`src/rtl/siso_layer_sched.sv`:
```
// Read-stream scheduler for the pipelined SISO row unit.
// Issues each layer's addresses, waits for its writebacks, and counts iterations.
module siso_layer_sched #(
  parameter int LAYERS        = 2,
  parameter int ADDRWIDTH     = 5,
  parameter int ADDRDEPTH     = 20,
  parameter int ITERBITS      = 5,
  parameter int TOBITS        = 6,
  parameter int DRAIN_TIMEOUT = 40
) (
  input  logic                 clk,
  input  logic                 rst,
  input  logic                 start,
  input  logic [ITERBITS-1:0]  max_iter,
  input  logic                 early_stop,
  input  logic                 wren_in,
  input  logic                 wrlayer_in,
  output logic                 rdlayer,
  output logic [ADDRWIDTH-1:0] rdaddress,
  output logic                 rden_LLR,
  output logic                 rden_E,
  output logic                 busy,
  output logic                 done,
  output logic                 timeout_err,
  output logic [ITERBITS-1:0]  iter_count
);

  localparam int WBW = $clog2(ADDRDEPTH + 1);

  localparam logic [ADDRWIDTH-1:0] LAST_ADDR  = ADDRWIDTH'(ADDRDEPTH - 1);
  localparam logic [WBW-1:0]       WB_FULL    = WBW'(ADDRDEPTH);
  localparam logic [TOBITS-1:0]    TO_LIMIT   = TOBITS'(DRAIN_TIMEOUT);
  localparam logic                 LAST_LAYER = 1'(LAYERS - 1);

  typedef enum logic [2:0] {
    S_IDLE,
    S_ISSUE,
    S_DRAIN,
    S_CHECK,
    S_DONE
  } state_t;

  state_t                state;
  logic                  layer;
  logic [ADDRWIDTH-1:0]  addr;
  logic [WBW-1:0]        wb_cnt;
  logic [TOBITS-1:0]     wdog;
  logic [ITERBITS-1:0]   lim;

  logic                  wb_hit;
  logic [WBW-1:0]        wb_next;
  logic [TOBITS-1:0]     wdog_next;
  logic [ITERBITS-1:0]   iter_next;

  // Only writebacks of the layer being worked on retire it.
  assign wb_hit    = wren_in && (wrlayer_in == layer);
  assign wb_next   = wb_cnt + WBW'(wb_hit);
  assign wdog_next = wdog + TOBITS'(1);
  assign iter_next = iter_count + ITERBITS'(1);

  always_ff @(posedge clk) begin
    if (!rst) begin
      state       <= S_IDLE;
      layer       <= 1'b0;
      addr        <= '0;
      wb_cnt      <= '0;
      wdog        <= '0;
      lim         <= '0;
      rdlayer     <= 1'b0;
      rdaddress   <= '0;
      rden_LLR    <= 1'b0;
      rden_E      <= 1'b0;
      busy        <= 1'b0;
      done        <= 1'b0;
      timeout_err <= 1'b0;
      iter_count  <= '0;
    end else begin
      rden_LLR <= 1'b0;
      rden_E   <= 1'b0;
      done     <= 1'b0;
      unique case (state)
        S_IDLE: begin
          if (start) begin
            lim         <= (max_iter == '0) ? ITERBITS'(1) : max_iter;
            iter_count  <= '0;
            timeout_err <= 1'b0;
            layer       <= 1'b0;
            addr        <= '0;
            wb_cnt      <= '0;
            wdog        <= '0;
            busy        <= 1'b1;
            state       <= S_ISSUE;
          end
        end
        S_ISSUE: begin
          rden_LLR  <= 1'b1;
          // E memory is still empty during the first iteration.
          rden_E    <= (iter_count != '0);
          rdlayer   <= layer;
          rdaddress <= addr;
          addr      <= addr + ADDRWIDTH'(1);
          wb_cnt    <= wb_next;
          if (addr == LAST_ADDR) begin
            state <= S_DRAIN;
          end
        end
        S_DRAIN: begin
          wb_cnt <= wb_next;
          wdog   <= wdog_next;
          if (wb_next == WB_FULL) begin
            if (layer != LAST_LAYER) begin
              layer  <= layer + 1'b1;
              addr   <= '0;
              wb_cnt <= '0;
              wdog   <= '0;
              state  <= S_ISSUE;
            end else begin
              state <= S_CHECK;
            end
          end else if (wdog_next == TO_LIMIT) begin
            timeout_err <= 1'b1;
            done        <= 1'b1;
            state       <= S_DONE;
          end
        end
        S_CHECK: begin
          iter_count <= iter_next;
          if (early_stop || (iter_next == lim)) begin
            done  <= 1'b1;
            state <= S_DONE;
          end else begin
            layer  <= 1'b0;
            addr   <= '0;
            wb_cnt <= '0;
            wdog   <= '0;
            state  <= S_ISSUE;
          end
        end
        S_DONE: begin
          busy  <= 1'b0;
          state <= S_IDLE;
        end
        default: begin
          busy  <= 1'b0;
          state <= S_IDLE;
        end
      endcase
    end
  end

endmodule

```
`config.mk`:
```
export PLATFORM = sky130hd
export DESIGN_NAME = siso_layer_sched
export DESIGN_NICKNAME = d
export VERILOG_FILES = /design/src/rtl/siso_layer_sched.sv
export SDC_FILE = /design/constraint.sdc
export NUM_CORES = 1
export LEC_CHECK = 0
export ABC_AREA = 1
export CAP_MARGIN = 20
export CORE_AREA = 3 3 50 98
export DETAILED_ROUTE_END_ITERATION = 10
export DIE_AREA = 0 0 53 101
export GPL_TIMING_DRIVEN = 1
export HOLD_SLACK_MARGIN = 0.03
export PLACE_DENSITY = 0.73
export SLEW_MARGIN = 20
export SYNTH_ARGS = -nofsm -noshare
export SYNTH_HDL_FRONTEND = slang
export SYNTH_SLANG_ARGS = --single-unit
```
`constraint.sdc`:
```
create_clock -name clk -period 1.8 [get_ports clk]
set_input_delay 0.36 -clock clk [delete_from_list [all_inputs] [get_ports clk]]
set_output_delay 0.36 -clock clk [all_outputs]
set_load 0.05 [all_outputs]
```
# ---- Word level (Yosys, flattened, before mapping)
# Index checks and enable logic that the tools add are counted.
dict set report word_totals {
  regBits 41
  input_bits 11
  word_cells 93
  output_inout_bits 16
}
dict set report classes {
  muxes 37
  n_eq_ne 16
  bitwise 1
  n_reduce_logical 20
  n_addsub 5
}
# cell count
set op_table {}
lappend op_table {{$pmux W5 S4} 2}
lappend op_table {{$mux W5} 7}
lappend op_table {{$mux W6} 4}
lappend op_table {{$pmux W6 S3} 1}
lappend op_table {{$mux W3} 5}
lappend op_table {{$ne A2 B2 Y1 const B} 7}
lappend op_table {{$pmux W3 S4} 1}
lappend op_table {{$mux W1} 11}
lappend op_table {{$add A5 B1 Y5 const B} 2}
lappend op_table {{$eq A5 B5 Y1 const B} 2}
lappend op_table {{$pmux W5 S2} 1}
lappend op_table {{$reduce_and A3 Y1} 3}
lappend op_table {{$reduce_and A2 Y1} 4}
lappend op_table {{$reduce_and A4 Y1} 2}
lappend op_table {{$add A6 B1 Y6 const B} 1}
lappend op_table {{$eq A3 B2 Y1 const B} 2}
lappend op_table {{$eq A6 B6 Y1 const B} 1}
lappend op_table {{$pmux W1 S2} 3}
lappend op_table {{$add A5 B1 Y5} 1}
lappend op_table {{$eq A5 B5 Y1} 1}
lappend op_table {{$logic_not A5 Y1} 1}
lappend op_table {{$reduce_and A5 Y1} 1}
lappend op_table {{$reduce_bool A5 Y1} 1}
lappend op_table {{$reduce_bool A2 Y1} 2}
lappend op_table {{13 further kinds} 13}

# ---- Longest topological paths before layout
dict set report logic_depth {
  word_depth 6
  depth_mapped 15
  ltp_nobuf 15
}

# ---- Worst setup path before layout
# OpenSTA, ideal clock, no wires.
dict set report synth_path {
  path_kind {reg2reg}
  start {register iter_count[0]}
  end {register layer}
  stages_incl_launch_ff 16
  slack_ps -238
  period_less_slack_ps 2038
  arrival_ps 1972
  cell_sequence {dfxtp_1 -> inv_2 -> ha_1 -> inv_1 -> nand2_1 -> nand2_1 -> nor2_1 -> nand3_1 -> nor2_1 -> nand2_1 -> nand2_1 -> nand2_2 -> buf_6 -> nand3_1 -> nand2_1 -> a21oi_2}
}
dict set report synth_via {
  elab_chain_len 5
}
# item line_no
set synth_rtl {}
lappend synth_rtl {{start, declared} 25} ;# output logic [ITERBITS-1:0] iter_count
lappend synth_rtl {{start signal, assigned} 127} ;# iter_count <= iter_next;
lappend synth_rtl {{$add A5 B1 Y5} 59} ;# assign iter_next = iter_count + ITERBITS'(1);
lappend synth_rtl {{$eq A5 B5 Y1} 128} ;# if (early_stop || (iter_next == lim)) begin
lappend synth_rtl {{$logic_or A1 B1 Y1} 128}
lappend synth_rtl {{$ne A2 B2 Y1 (no source line)} --}
lappend synth_rtl {{$reduce_and A4 Y1 (no source line)} --}
lappend synth_rtl {{end signal, assigned} 112} ;# layer <= layer + 1'b1;
lappend synth_rtl {{end, declared} 44} ;# logic layer;
# Every way passes these cells.
# A chain may end at the register's enable or synchronous reset.

# ---- Worst setup path after layout
dict set report layout_path {
  start {register layer}
  end {register wb_cnt[2]}
}
dict set report layout_via {
  elab_chain_len 6
  word_cells_on_any_way 7
  classes_between {1 x add/sub; 2 x eq/ne; 3 x mux; 1 x reduce/logical}
}
# item line_no
set layout_rtl {}
lappend layout_rtl {{$eq A1 B1 Y1} 56} ;# assign wb_hit = wren_in && (wrlayer_in == layer);
lappend layout_rtl {{$logic_and A1 B1 Y1} 56}
lappend layout_rtl {{$add A5 B1 Y5} 57} ;# assign wb_next = wb_cnt + WBW'(wb_hit);
lappend layout_rtl {{$eq A5 B5 Y1 / $mux W5 (equally long branches)} {110, 111}}
lappend layout_rtl {{$mux W5} 110} ;# if (wb_next == WB_FULL) begin
lappend layout_rtl {{$pmux W5 S4 *} 81} ;# unique case (state)
lappend layout_rtl {{end signal, assigned} 102} ;# wb_cnt <= wb_next;
lappend layout_rtl {{end signal, assigned} 108} ;# wb_cnt <= wb_next;
lappend layout_rtl {{end, declared} 46} ;# logic [WBW-1:0] wb_cnt;
# Every way passes the cells marked *; elsewhere a longest branch is shown, timed or not.

==> results.py <==
metrics = {
    "layout": {
        "final_layout_size_suffix_gt1_share_pct": 25.85,
        "utilization_pct": 64.47,
        "instances_no_fill": 406,
        "final_cell_mix": "nand2_1, buf_4, inv_1, dfxtp_1, nor2_1",
        "syn_to_final_growth_pct": 35.66,
        "antenna_cells": 0,
        "fin_nets": 368,
        "layout_commonest_cell": "nand2_1",
    },
    "logic_synthesis": {
        "synth-seq-cells": 41,
        "synth.distinct_cells": 29,
        "synth_cells": 297,
        "synth_compound_area_share_pct": 15.32,
        "syn_area_mm2": 0.002042,
        "synthXorXnorAreaFrac_pct": 2.145,
        "synthSimpleGateAreaFrac_pct": 28.19,
        "synth.yosys.seq_area_share_pct": 40.20,
        "post_synth_fa_ha_maj_area_fraction_pct": 3.676,
        "synth_top_family_by_area": "simple AND/OR/NAND/NOR gates",
        "synth_fp_nets": 314,
        "muxShareOfSynthArea_pct": 0,
        "syn_avg_cell_area_um2": 6.875,
        "ys_warn_count": 0,
    },
    "critical_path": {
        "critPathKind": "flop to flop",
        "crit_path_cell_trace": "inv_2 > o21ai_2 > a21oi_2 > ha_2 > ha_4 > inv_2 > nand2_2 > nor2_2 > nand3_2 > o21ai_4 > buf_6 > nand2_1 > nand2_1 > a21oi_1",
        "worst_setup_path_end_kind": "flop",
        "cp_top_family": "compound AO/OA/AOI/OAI gates",
        "arrival_ns": 2.22,
        "crit_buf_inv": 3,
        "crit_path_start_kind": "flop",
        "path_max_fanout": 5,
        "cp.required_ns": 1.97,
        "max_stage_delay_ns": 0.33,
        "slowest_stage": "dfxtp_2",
    },
    "grt": {
        "grtUsageMet1_pct": 20.72,
        "grt-busiest-layer": "met2",
        "grt.overflow.total": 0,
        "met3_usage_pct": 3.259,
        "antenna_found_initial": 0,
        "grt_max_degree": 20,
        "grt_pass1_vias": 2090,
        "grt.total_usage_pct": 20.87,
        "grt_pass1_wl_um": 8597,
        "grtUsageMet2_pct": 40.52,
    },
    "detailed_routing": {
        "drc": 0,
        "vias_per_cell": 5.261,
        "final_antenna_net_count": 0,
        "vias": 2136,
        "wl_per_cell_um": 12.71,
        "wl_um": 5160,
        "firstDrtPassIters": 5,
        "drtIter0Drc": 48,
    },
    "pwr": {
        "p_leak_nw": 1.236,
        "intPower_mw": 2.195,
        "clkPwrFrac_pct": 20.2,
        "p_per_area_mw_per_mm2": 1386,
        "finalPower_mw": 3.839,
        "seqPwrFrac_pct": 32.9,
        "power_frac_comb_pct": 46.9,
        "switching_share_pct": 42.84,
        "peakVddDrop_uv": 979.7,
        "switching_power_mw": 1.645,
    },
    "outcome": {
        "violations": "negative setup slack",
        "outcome": "complete, but fails checks",
    },
    "sta": {
        "grt_setup_unrepaired": "yes",
        "setup_viol": 19,
        "tightestPinTransition_ns": 0.4912,
        "clock_skew_ns": 0.01003,
        "period_share_pct": 113.7,
        "fin_hold_ws_ns": 0.4711,
        "slew_violations": 0,
        "fin_ws_ns": -0.2469,
        "max_freq_mhz": 488.5,
        "finalHoldViolCount": 0,
        "min_period_ns": 2.047,
        "slew_headroom_pct": 67.15,
    },
    "floorplan": {
        "die-area_mm2": 0.005353,
        "io_pins": 27,
        "die_h_um": 101,
        "core_mm2": 0.004297,
        "rows": 34,
        "initial_core_util_pct": 47.52,
        "die_w_um": 53,
    },
    "cts": {
        "cts_buffers": 5,
        "insertion_delay_ns": 0.29,
        "h-tree-depth": 2,
        "clk_pin_slew_worst_paths_ns": 0.08,
        "cts_tree": "done",
        "cts_hold_buffers": 0,
        "cts-root-buf": "clkbuf_8",
        "numClockSinks": 41,
        "clk_path_buf_depth": 2,
    },
    "placed_design": {
        "placed_cells": 393,
        "gp_congestion": 0.8794,
        "port-buffer-count": 26,
        "post-place-ws_ns": -0.7348,
        "dp_hpwl_um": 3779,
    },
    "min_path": {
        "hp-class": "flop to flop",
    },
    "flow_run": {
        "drv_cap": 0,
    },
}
## cells in the mapped netlist (all sizes together)
| library cell | instances | share of area (%) |
|---|---|---|
| a31o | 1 | 0.43 |
| dfxtp | 41 | 40 |
| a21oi | 33 | 8.3 |
| inv | 43 | 7.9 |
| nand3 | 20 | 4.9 |
| o21a | 1 | 0.37 |
| a41oi | 1 | 0.43 |
| ha | 6 | 3.7 |
| or2 | 1 | 0.31 |
| o21ai | 16 | 3.9 |
| xnor2 | 3 | 1.3 |
| clkbuf | 5 | 0.92 |
| nor3 | 1 | 0.24 |
| buf | 4 | 1.7 |
| nand2 | 69 | 13 |
| nor2 | 32 | 5.9 |
| nor4 | 1 | 0.31 |
| xor2 | 2 | 0.86 |
| a211oi | 2 | 0.74 |
| nand3b | 1 | 0.37 |
| o31ai | 1 | 0.37 |
| o21bai | 1 | 0.37 |
| nand4 | 11 | 3.4 |
| o41ai | 1 | 0.43 |
## power by group through the flow
| stage | clock (mW) | sequential [mW] | combinational, mW |
|---|---|---|---|
| 2_1_floorplan | 0 | 1.55 | 0.881 |
| 3_3_place_gp | 0 | 1.28 | 1.67 |
| 3_5_place_dp | 0 | 1.28 | 1.69 |
| 4_1_cts | 0.784 | 1.26 | 1.74 |
| 5_1_grt | 0.814 | 1.29 | 2.00 |
| 6_report | 0.774 | 1.26 | 1.80 |
## sequential cells by signal, indices dropped and copies added (netlist names)
name and flops:
addr 5, rdaddress 5, busy 1, rdlayer 1, state 3, timeout_err 1, done 1, layer 1
rden_LLR 1, iter_count 5, wdog 6, rden_E 1, lim 5, wb_cnt 5
## timing repair
item,CTS,global route
endpoints found under the setup margin,20,22
gates resized for setup,9,23
gates cloned,0,0
pin swaps,6,15
buffers inserted,2,3
## metrics by stage
stage	area (um2)	setup TNS, ns
final	2770	-3.583
after floorplan	2088	-0.4992
after CTS	2668	-3.373
after global placement	2510	-11.22
after detailed placement	2510	-12.78
after global routing	2770	-6.658
## layer usage
metal | vias to the layer above | routed length (um)
li1 | 1071 | -
met1 | 999 | 1909
met2 | 53 | 2978
met3 | 13 | 182
met4 | 0 | 90
met5 | - | 0
## cell type report
type	count	area (um2)
clock inverters	1	30.03
clock buffers	7	86.33
well taps	54	67.56
flip-flops and latches	41	827.0
fillers	386	1526
repair buffers	56	452.9
multi-input cells	204	1142
inverters	43	163.9
## worst reg2reg max path: stages, from the launching register on
cell and delay [ns]:
dfxtp_2 0.33, inv_2 0.05, o21ai_2 0.14, a21oi_2 0.04, ha_2 0.19, ha_4 0.23, inv_2 0.05, nand2_2 0.05
nor2_2 0.14, nand3_2 0.12, o21ai_4 0.22, buf_6 0.15, nand2_1 0.07, nand2_1 0.07, a21oi_1 0.06
## cells by family (layout without fill, tap and decap cells)
family	Yosys count	in the layout
flip-flops	41	41
adder cells (fa/ha/maj)	6	6
AND/OR/NAND/NOR	136	136
buffers and inverters	52	107
XOR/XNOR	5	5
AO/OA/AOI/OAI	57	57
## worst paths after layout
kind	slack, ns	startpoint	end	depth (start not counted)
hold / removal	0.47	busy$_SDFFE_PN0P_	busy$_SDFFE_PN0P_	2
hold reg to reg	0.47	busy$_SDFFE_PN0P_	busy$_SDFFE_PN0P_	2
setup / recovery	-0.25	layer$_SDFFE_PN0P_	wb_cnt[2]$_SDFFE_PN0P_	14
setup reg to reg	-0.25	layer$_SDFFE_PN0P_	wb_cnt[2]$_SDFFE_PN0P_	14
No activity file was read; power rests on OpenSTA's default activity.
